## src/rtl/jtag_dr_word_bridge.sv

```systemverilog
// DR shift-path bridge in the TCK domain: 32-bit LSB-first words into an RX FWFT FIFO, return words onto tdo.
// Optional JTAG_RX_WORD_COUNT_EN adds rx_word_count and reports its low 12 bits in status [23:12].
module jtag_dr_word_bridge #(
  parameter int unsigned FIFO_AW = 3,
  parameter logic [7:0]  ID_BYTE = 8'hA5
) (
  input  logic        clk,
  input  logic        rstn,
  input  logic        jtag_reset,
  input  logic        tdi,
  input  logic        capture_dr,
  input  logic        shift_dr,
  input  logic        update_dr,
  output logic        tdo,
  output logic [31:0] out_data,
  output logic        out_valid,
  input  logic        out_ready,
  input  logic [31:0] in_data,
  input  logic        in_valid,
`ifdef JTAG_RX_WORD_COUNT_EN
  output logic [15:0] rx_word_count,
`endif
  output logic        in_ready
);

  localparam int unsigned        DEPTH    = 1 << FIFO_AW;
  localparam logic [8:0]         DEPTH9   = 9'(DEPTH);
  localparam logic [FIFO_AW-1:0] PTR_ONE  = FIFO_AW'(1);
  localparam logic [FIFO_AW:0]   CNT_ONE  = (FIFO_AW + 1)'(1);
  localparam logic [FIFO_AW:0]   CNT_ZERO = (FIFO_AW + 1)'(0);

  // Only rx_sr[31:1] is ever observed, so bit 0 is not stored.
  logic [30:0]        r_rx_hi;
  logic [31:0]        r_tx_sr;
  logic [4:0]         r_bitcnt;
  logic               r_rx_ovf;
  logic               r_tx_unf;
  logic               r_partial;
  logic [31:0]        r_mem [DEPTH];
  logic [FIFO_AW-1:0] r_wptr;
  logic [FIFO_AW-1:0] r_rptr;
  logic [FIFO_AW:0]   r_count;

  logic        w_rst;
  logic        w_shift;
  logic        w_upd;
  logic        w_word_end;
  logic        w_full;
  logic        w_pop;
  logic        w_push;
  logic        w_ovf_set;
  logic        w_unf_set;
  logic        w_part_set;
  logic [31:0] w_rx_word;
  logic [8:0]  w_free9;
  logic [7:0]  w_free;
  logic [11:0] w_status_mid;
  logic [31:0] w_status;

  assign w_rst      = ~rstn | jtag_reset;
  assign w_shift    = shift_dr & ~capture_dr;
  assign w_upd      = update_dr & ~capture_dr & ~shift_dr;
  assign w_word_end = w_shift & (r_bitcnt == 5'd31);
  assign w_rx_word  = {tdi, r_rx_hi};

  assign out_valid  = (r_count != CNT_ZERO);
  assign out_data   = out_valid ? r_mem[r_rptr] : 32'd0;
  assign w_full     = r_count[FIFO_AW];
  assign w_pop      = out_valid & out_ready;
  assign w_push     = w_word_end & (~w_full | w_pop);
  assign w_ovf_set  = w_word_end & w_full & ~w_pop;
  assign w_unf_set  = w_word_end & ~in_valid;
  assign w_part_set = w_upd & (r_bitcnt != 5'd0);

  assign tdo        = r_tx_sr[0];
  assign in_ready   = ~w_rst & w_word_end & in_valid;

`ifdef JTAG_RX_WORD_COUNT_EN
  logic [15:0] r_word_cnt;

  always_ff @(posedge clk) begin
    if (w_rst) begin
      r_word_cnt <= 16'd0;
    end else if (w_push) begin
      r_word_cnt <= r_word_cnt + 16'd1;
    end
  end

  assign rx_word_count = r_word_cnt;
  assign w_status_mid  = r_word_cnt[11:0];
`else
  assign w_status_mid  = 12'd0;
`endif

  always_comb begin
    w_free9 = DEPTH9 - 9'(r_count);
    if (w_free9 > 9'd255) begin
      w_free = 8'hFF;
    end else begin
      w_free = w_free9[7:0];
    end
    w_status = {ID_BYTE, w_status_mid, r_partial, r_tx_unf, r_rx_ovf, in_valid, w_free};
  end

  // Shift registers, bit counter and sticky flags; capture outranks shift, shift outranks update.
  always_ff @(posedge clk) begin
    if (w_rst) begin
      r_rx_hi   <= 31'd0;
      r_tx_sr   <= 32'd0;
      r_bitcnt  <= 5'd0;
      r_rx_ovf  <= 1'b0;
      r_tx_unf  <= 1'b0;
      r_partial <= 1'b0;
    end else begin
      if (capture_dr) begin
        r_tx_sr  <= w_status;
        r_bitcnt <= 5'd0;
      end else if (w_shift) begin
        r_rx_hi  <= w_rx_word[31:1];
        r_bitcnt <= r_bitcnt + 5'd1;
        if (r_bitcnt == 5'd31) begin
          r_tx_sr <= in_valid ? in_data : 32'd0;
        end else begin
          r_tx_sr <= {1'b0, r_tx_sr[31:1]};
        end
      end else if (w_part_set) begin
        r_bitcnt <= 5'd0;
      end
      r_rx_ovf  <= (r_rx_ovf  & ~capture_dr) | w_ovf_set;
      r_tx_unf  <= (r_tx_unf  & ~capture_dr) | w_unf_set;
      r_partial <= (r_partial & ~capture_dr) | w_part_set;
    end
  end

  // FIFO storage is flushed through the pointers, so the array itself needs no reset.
  always_ff @(posedge clk) begin
    if (w_push && !w_rst) begin
      r_mem[r_wptr] <= w_rx_word;
    end
  end

  always_ff @(posedge clk) begin
    if (w_rst) begin
      r_wptr  <= '0;
      r_rptr  <= '0;
      r_count <= CNT_ZERO;
    end else begin
      if (w_push) begin
        r_wptr <= r_wptr + PTR_ONE;
      end
      if (w_pop) begin
        r_rptr <= r_rptr + PTR_ONE;
      end
      case ({w_push, w_pop})
        2'b10:   r_count <= r_count + CNT_ONE;
        2'b01:   r_count <= r_count - CNT_ONE;
        default: r_count <= r_count;
      endcase
    end
  end

endmodule
```

## config.mk

```make
export PLATFORM = sky130hd
export DESIGN_NAME = jtag_dr_word_bridge
export DESIGN_NICKNAME = d
export VERILOG_FILES = /design/src/rtl/jtag_dr_word_bridge.sv
export SDC_FILE = /design/constraint.sdc
export NUM_CORES = 1
export LEC_CHECK = 0
export ABC_AREA = 1
export CORE_MARGIN = 1
export CORE_UTILIZATION = 37
export DETAILED_ROUTE_END_ITERATION = 16
export SYNTH_ARGS = -nofsm -noshare
export SYNTH_HDL_FRONTEND = slang
export SYNTH_SLANG_ARGS = --single-unit
```

## constraint.sdc

```tcl
create_clock -name clk -period 5.3 [get_ports clk]
set_input_delay 1.325 -clock clk [delete_from_list [all_inputs] [get_ports clk]]
set_output_delay 1.325 -clock clk [all_outputs]
set_load 0.03 [all_outputs]
```

# == Word-level counts from Yosys, hierarchy flattened ==
# Memory sizes are Yosys's and may differ from the RTL's. A register that Yosys moved wholly into a read port is not among the register bits.
# Index checks and enable logic that the tools add are counted.
# classes
add_sub_neg,6
n_lt_le_gt_ge,1
eq_ne,3
mux,13
bitwise,27
reduce_logical,9
# op_table
op,count
32-bit two-way mux,5
1-bit AND,15
5-bit two-way mux,2
9-bit by 8-bit > comparator with 1-bit output (second input constant),1
8-bit two-way mux,1
4-bit case mux with 2 select lines,1
1-bit inverter,7
3-bit by 1-bit adder with 3-bit output (second input constant),2
3-bit two-way mux,2
2-bit nonzero test,3
5-bit by 1-bit adder with 5-bit output (second input constant),1
5-bit == test (second input constant),1
1-bit OR,5
5-bit nonzero test,1
4-bit by 4-bit subtractor with 5-bit output (first input constant),1
4-bit by 1-bit adder with 4-bit output (second input constant),1
4-bit nonzero test,1
4-bit by 1-bit subtractor with 4-bit output (second input constant),1
2-bit by 1-bit == test with 1-bit output (second input constant),1
2-bit == test (second input constant),1
1-bit two-way mux,2
2-bit AND reduction,1
2-bit OR reduction,1
1-bit logical AND,1
1-bit logical NOT,1
# word_totals
register_bits,81
ramBits,256
out_inout_bits,35
n_memories,1
# memory_table
memory,words,word_bits,rd,rd_ports_with_merged_regs,wr,line,rtl
r_mem,8,32,1,1,1,39,logic [31:0] r_mem [DEPTH];

# == Depth between registers and ports, before layout ==
# depth
depth_word,7
mapped_depth,17

# == Worst setup path before layout ==
# No wires, ideal clock.
# synth_path
path_type,input-to-reg
startpoint,input port shift_dr
endpoint,"memory r_mem[5][0], enable pin"
setup_time_ns,0.461
arrival_time_ns,4.188
t_required_ns,4.839
slack_ns,0.651
stages,7
path_cell_list,buf_4 -> inv_2 -> nor2_4 -> nand2_1 -> nor2_2 -> nand3_1 -> nor3_1
# synth_between
elab_chain_len,6
# synth_rtl
item,line,rtl
from (decl),12,"input logic shift_dr,"
1-bit AND,61,assign w_shift = shift_dr & ~capture_dr;
1-bit AND,63,assign w_word_end = w_shift & (r_bitcnt == 5'd31);
1-bit AND,70,assign w_push = w_word_end & (~w_full | w_pop);
1-bit logical AND,137,if (w_push && !w_rst) begin
1-bit two-way mux,137,
1-bit two-way mux (not written as such),138,r_mem[r_wptr] <= w_rx_word;
to (decl),39,
# Every way passes these cells.

==> impl_metrics.tcl <==
set metrics [dict create \
    grt_pass1_wl_um 48500 \
    drtIter0Drc 654 \
    timing.rr.end "r_count[2]" \
    status "finished clean" \
    rsz0062_at_grt "no" \
    place_ws_ns 1.00 \
    drc 0 \
    start_kind "flip-flop" \
    cts_buffers 37 \
    die_area_um2 37500 \
    core_um2 35900 \
    wire_per_inst_um 16.6 \
    rows 69 \
    slowest_stage "dfxtp_2" \
    drt_wl_total_um 30100 \
    period_share_pct 86.0 \
    clock.fmax_ghz 0.219 \
    cts_hold_buf 0 \
    synth.distinct_cells 30 \
    rr_startpoint "r_count[0]" \
    clk_latency_ns 0.53 \
    finalClockSkew_ns 0.0248 \
    clk_pin_slew_ns 0.05 \
    cp_max_fo 46 \
    gp_congestion 0.749 \
    path_cells "buf_4, o21ai_0, o22ai_1, nor2_1, nor2_1, clkdlybuf4s50_1" \
    hold_path.class "flip-flop to flip-flop" \
    ant_nets 0 \
    p_per_area_nw_per_um2 339 \
    first_global_vias 9031 \
    stdcell_area_um2 16100 \
    synth_fp_nets 1306 \
    ys_warn_count 0 \
    worst_pin_slew_ns 0.932 \
    grt_overflow_total 0 \
    syn_area_um2 13600 \
    critPathMaxStageDelay_ns 0.88 \
    crit_end "out_data[28]" \
    finalWorstSetupSlack_ns 0.742 \
    period_minus_slack_ns 4.56 \
    clkSinkCount 340 \
    relSlewSlack_pct 37.8 \
    cap_violations 0 \
    ir_drop_mv 0.179 \
    synth_seq_cells 340 \
    fp.dieW_um 194 \
    die_y_um 194 \
    fillCellCount 3315 \
    rrSetupSlack_ns 2.35 \
    dr.pass1.iters 4 \
    antennaDiodeCount 0 \
    slew_viol_final 0 \
    ios 76 \
    cts-resized-gates 0 \
    drive_gt1_share_pct 7.73 \
    clock_path_buffers 3 \
    fin_nets 1366 \
    antenna_found_initial 0 \
    avgSynthCellArea_um2 10.8 \
    dp_hpwl_um 16500 \
    setup_viol 0 \
    start_util_pct 37.9 \
    criticalPathCategory "flip-flop to output port" \
    cts_setup_buffers 0 \
    grt_max_degree 76 \
    ys_seq_area_share_pct 68.9 \
    viasPerCell 5.06 \
    p_leak_uw 0.00583 \
    final_util_pct 44.8 \
    final_hold_viol_count 0 \
    dr_total_vias 9142 \
    final.setup.tns_ns 0 \
    cp.required_ns 3.97 \
    crit_top_cell "nor2_1" \
    numPortBuffers 75 \
    worstSetupEndpointType "output port" \
    areaGrowthSynthToFinish_pct 18.2 \
    reg2reg_depth 17 \
    dpl-instance-area_um2 14900 \
    worstPathArrival_ns 3.23 \
    postSynthCellCount 1256 \
    grtUsageTotal_pct 16.3 \
    tritoncts "built" \
    h-tree-depth 2 \
    cts-root-buf "clkbuf_16" \
]
## metal layers
metal,part of all wire (%),global-route usage [%],vias up
li1,-,-,4532
met1,46,21.4,4377
met2,48,27.6,186
met3,4.3,2.63,47
met4,2.1,5.01,0
met5,0,0,-
## stage by stage
stage	instances	total power, uW	hold slack [ns]
2_1_floorplan	1256	2980	0.429
5_1_grt	1806	5620	0.480
3_5_place_dp	1738	3030	0.447
4_1_cts	1806	5500	0.463
3_3_place_gp	1738	3030	0.441
6_report	1806	5450	0.458
## layout by cell type (no fill, tap or decap), types with 32 or more instances in the layout
master / synthesis / routed
a21oi_1: 65 / 65
edfxtp_1: 256 / 256
clkdlybuf4s50_1: 0 / 75
o21ai_0: 195 / 195
clkbuf_16: 0 / 38
nor2_1: 306 / 299
o22ai_1: 32 / 32
o211ai_1: 33 / 33
nand2_1: 126 / 125
dfxtp_1: 84 / 81
## worst min path at each step
stage	endpoint	slack (ns)	start	depth (start not counted)
after floorplan	r_tx_unf	0.43	r_tx_unf	2
after global placement	flip-flop	0.44	r_rptr[2]	2
after detailed placement	r_tx_unf	0.45	r_tx_unf	2
after CTS	r_tx_unf	0.46	r_tx_unf	2
after global routing	r_tx_sr[10]	0.48	r_tx_sr[10]	2
final	flip-flop	0.46	r_rptr[2]	2
## cell type report
class                      instances  area (um^2)  area share (%)
clock buffer                      55         1070            6.69
clock inverter                    13          118           0.732
inverter                          34          129           0.802
multi-input combinational        803         3790            23.6
sequential                       340         9380            58.3
tap                              461          577            3.59
timing repair buffer             100         1010            6.30
## flip-flops by register name, summed over array words and instances, names as in the netlist, named ones only
signal,count
r_bitcnt,5
r_count,4
r_mem,256
r_partial,1
r_rptr,3
r_rx_hi,31
r_rx_ovf,1
r_tx_sr,32
r_tx_unf,1
r_wptr,3
## cell usage after synthesis, drive strengths merged
cell / instances / area, um^2
or2: 1 / 6.26
inv: 34 / 128
o221ai: 1 / 8.76
clkbuf: 39 / 151
a22oi: 1 / 7.51
nor2: 310 / 1180
nand3: 15 / 75.1
dfxtp: 84 / 1680
a21oi: 65 / 325
ha: 9 / 113
o211ai: 33 / 248
nor3: 3 / 20.0
buf: 40 / 233
o22ai: 32 / 200
a221oi: 2 / 23.8
nand2: 127 / 479
xnor2: 2 / 17.5
o21ai: 195 / 976
edfxtp: 256 / 7690
o31ai: 1 / 7.51
a31oi: 6 / 37.5
## worst max-delay path: cells and delay by family (launching register included)
kind / cells / cell delay [ns]
simple gates: 2 / 0.28
flops: 1 / 0.88
compound gates: 2 / 0.34
buf+inv: 2 / 1.19
## where the power goes
group          internal, uW  switching [uW]
registers              2860            20.1
logic                  44.3            54.8
clock network          1460            1010
## cell families (layout without fill, tap and decap cells)
family / after synthesis / count (layout) / share of synthesized area, %
fa+ha+maj: 9 / 9 / 0.828
buf+inv: 113 / 202 / 3.76
flops: 340 / 340 / 68.9
xor+xnor: 2 / 2 / 0.129
simple gates: 456 / 456 / 12.9
compound gates: 336 / 336 / 13.5
Note: power is estimated with default switching activity, not from simulation.
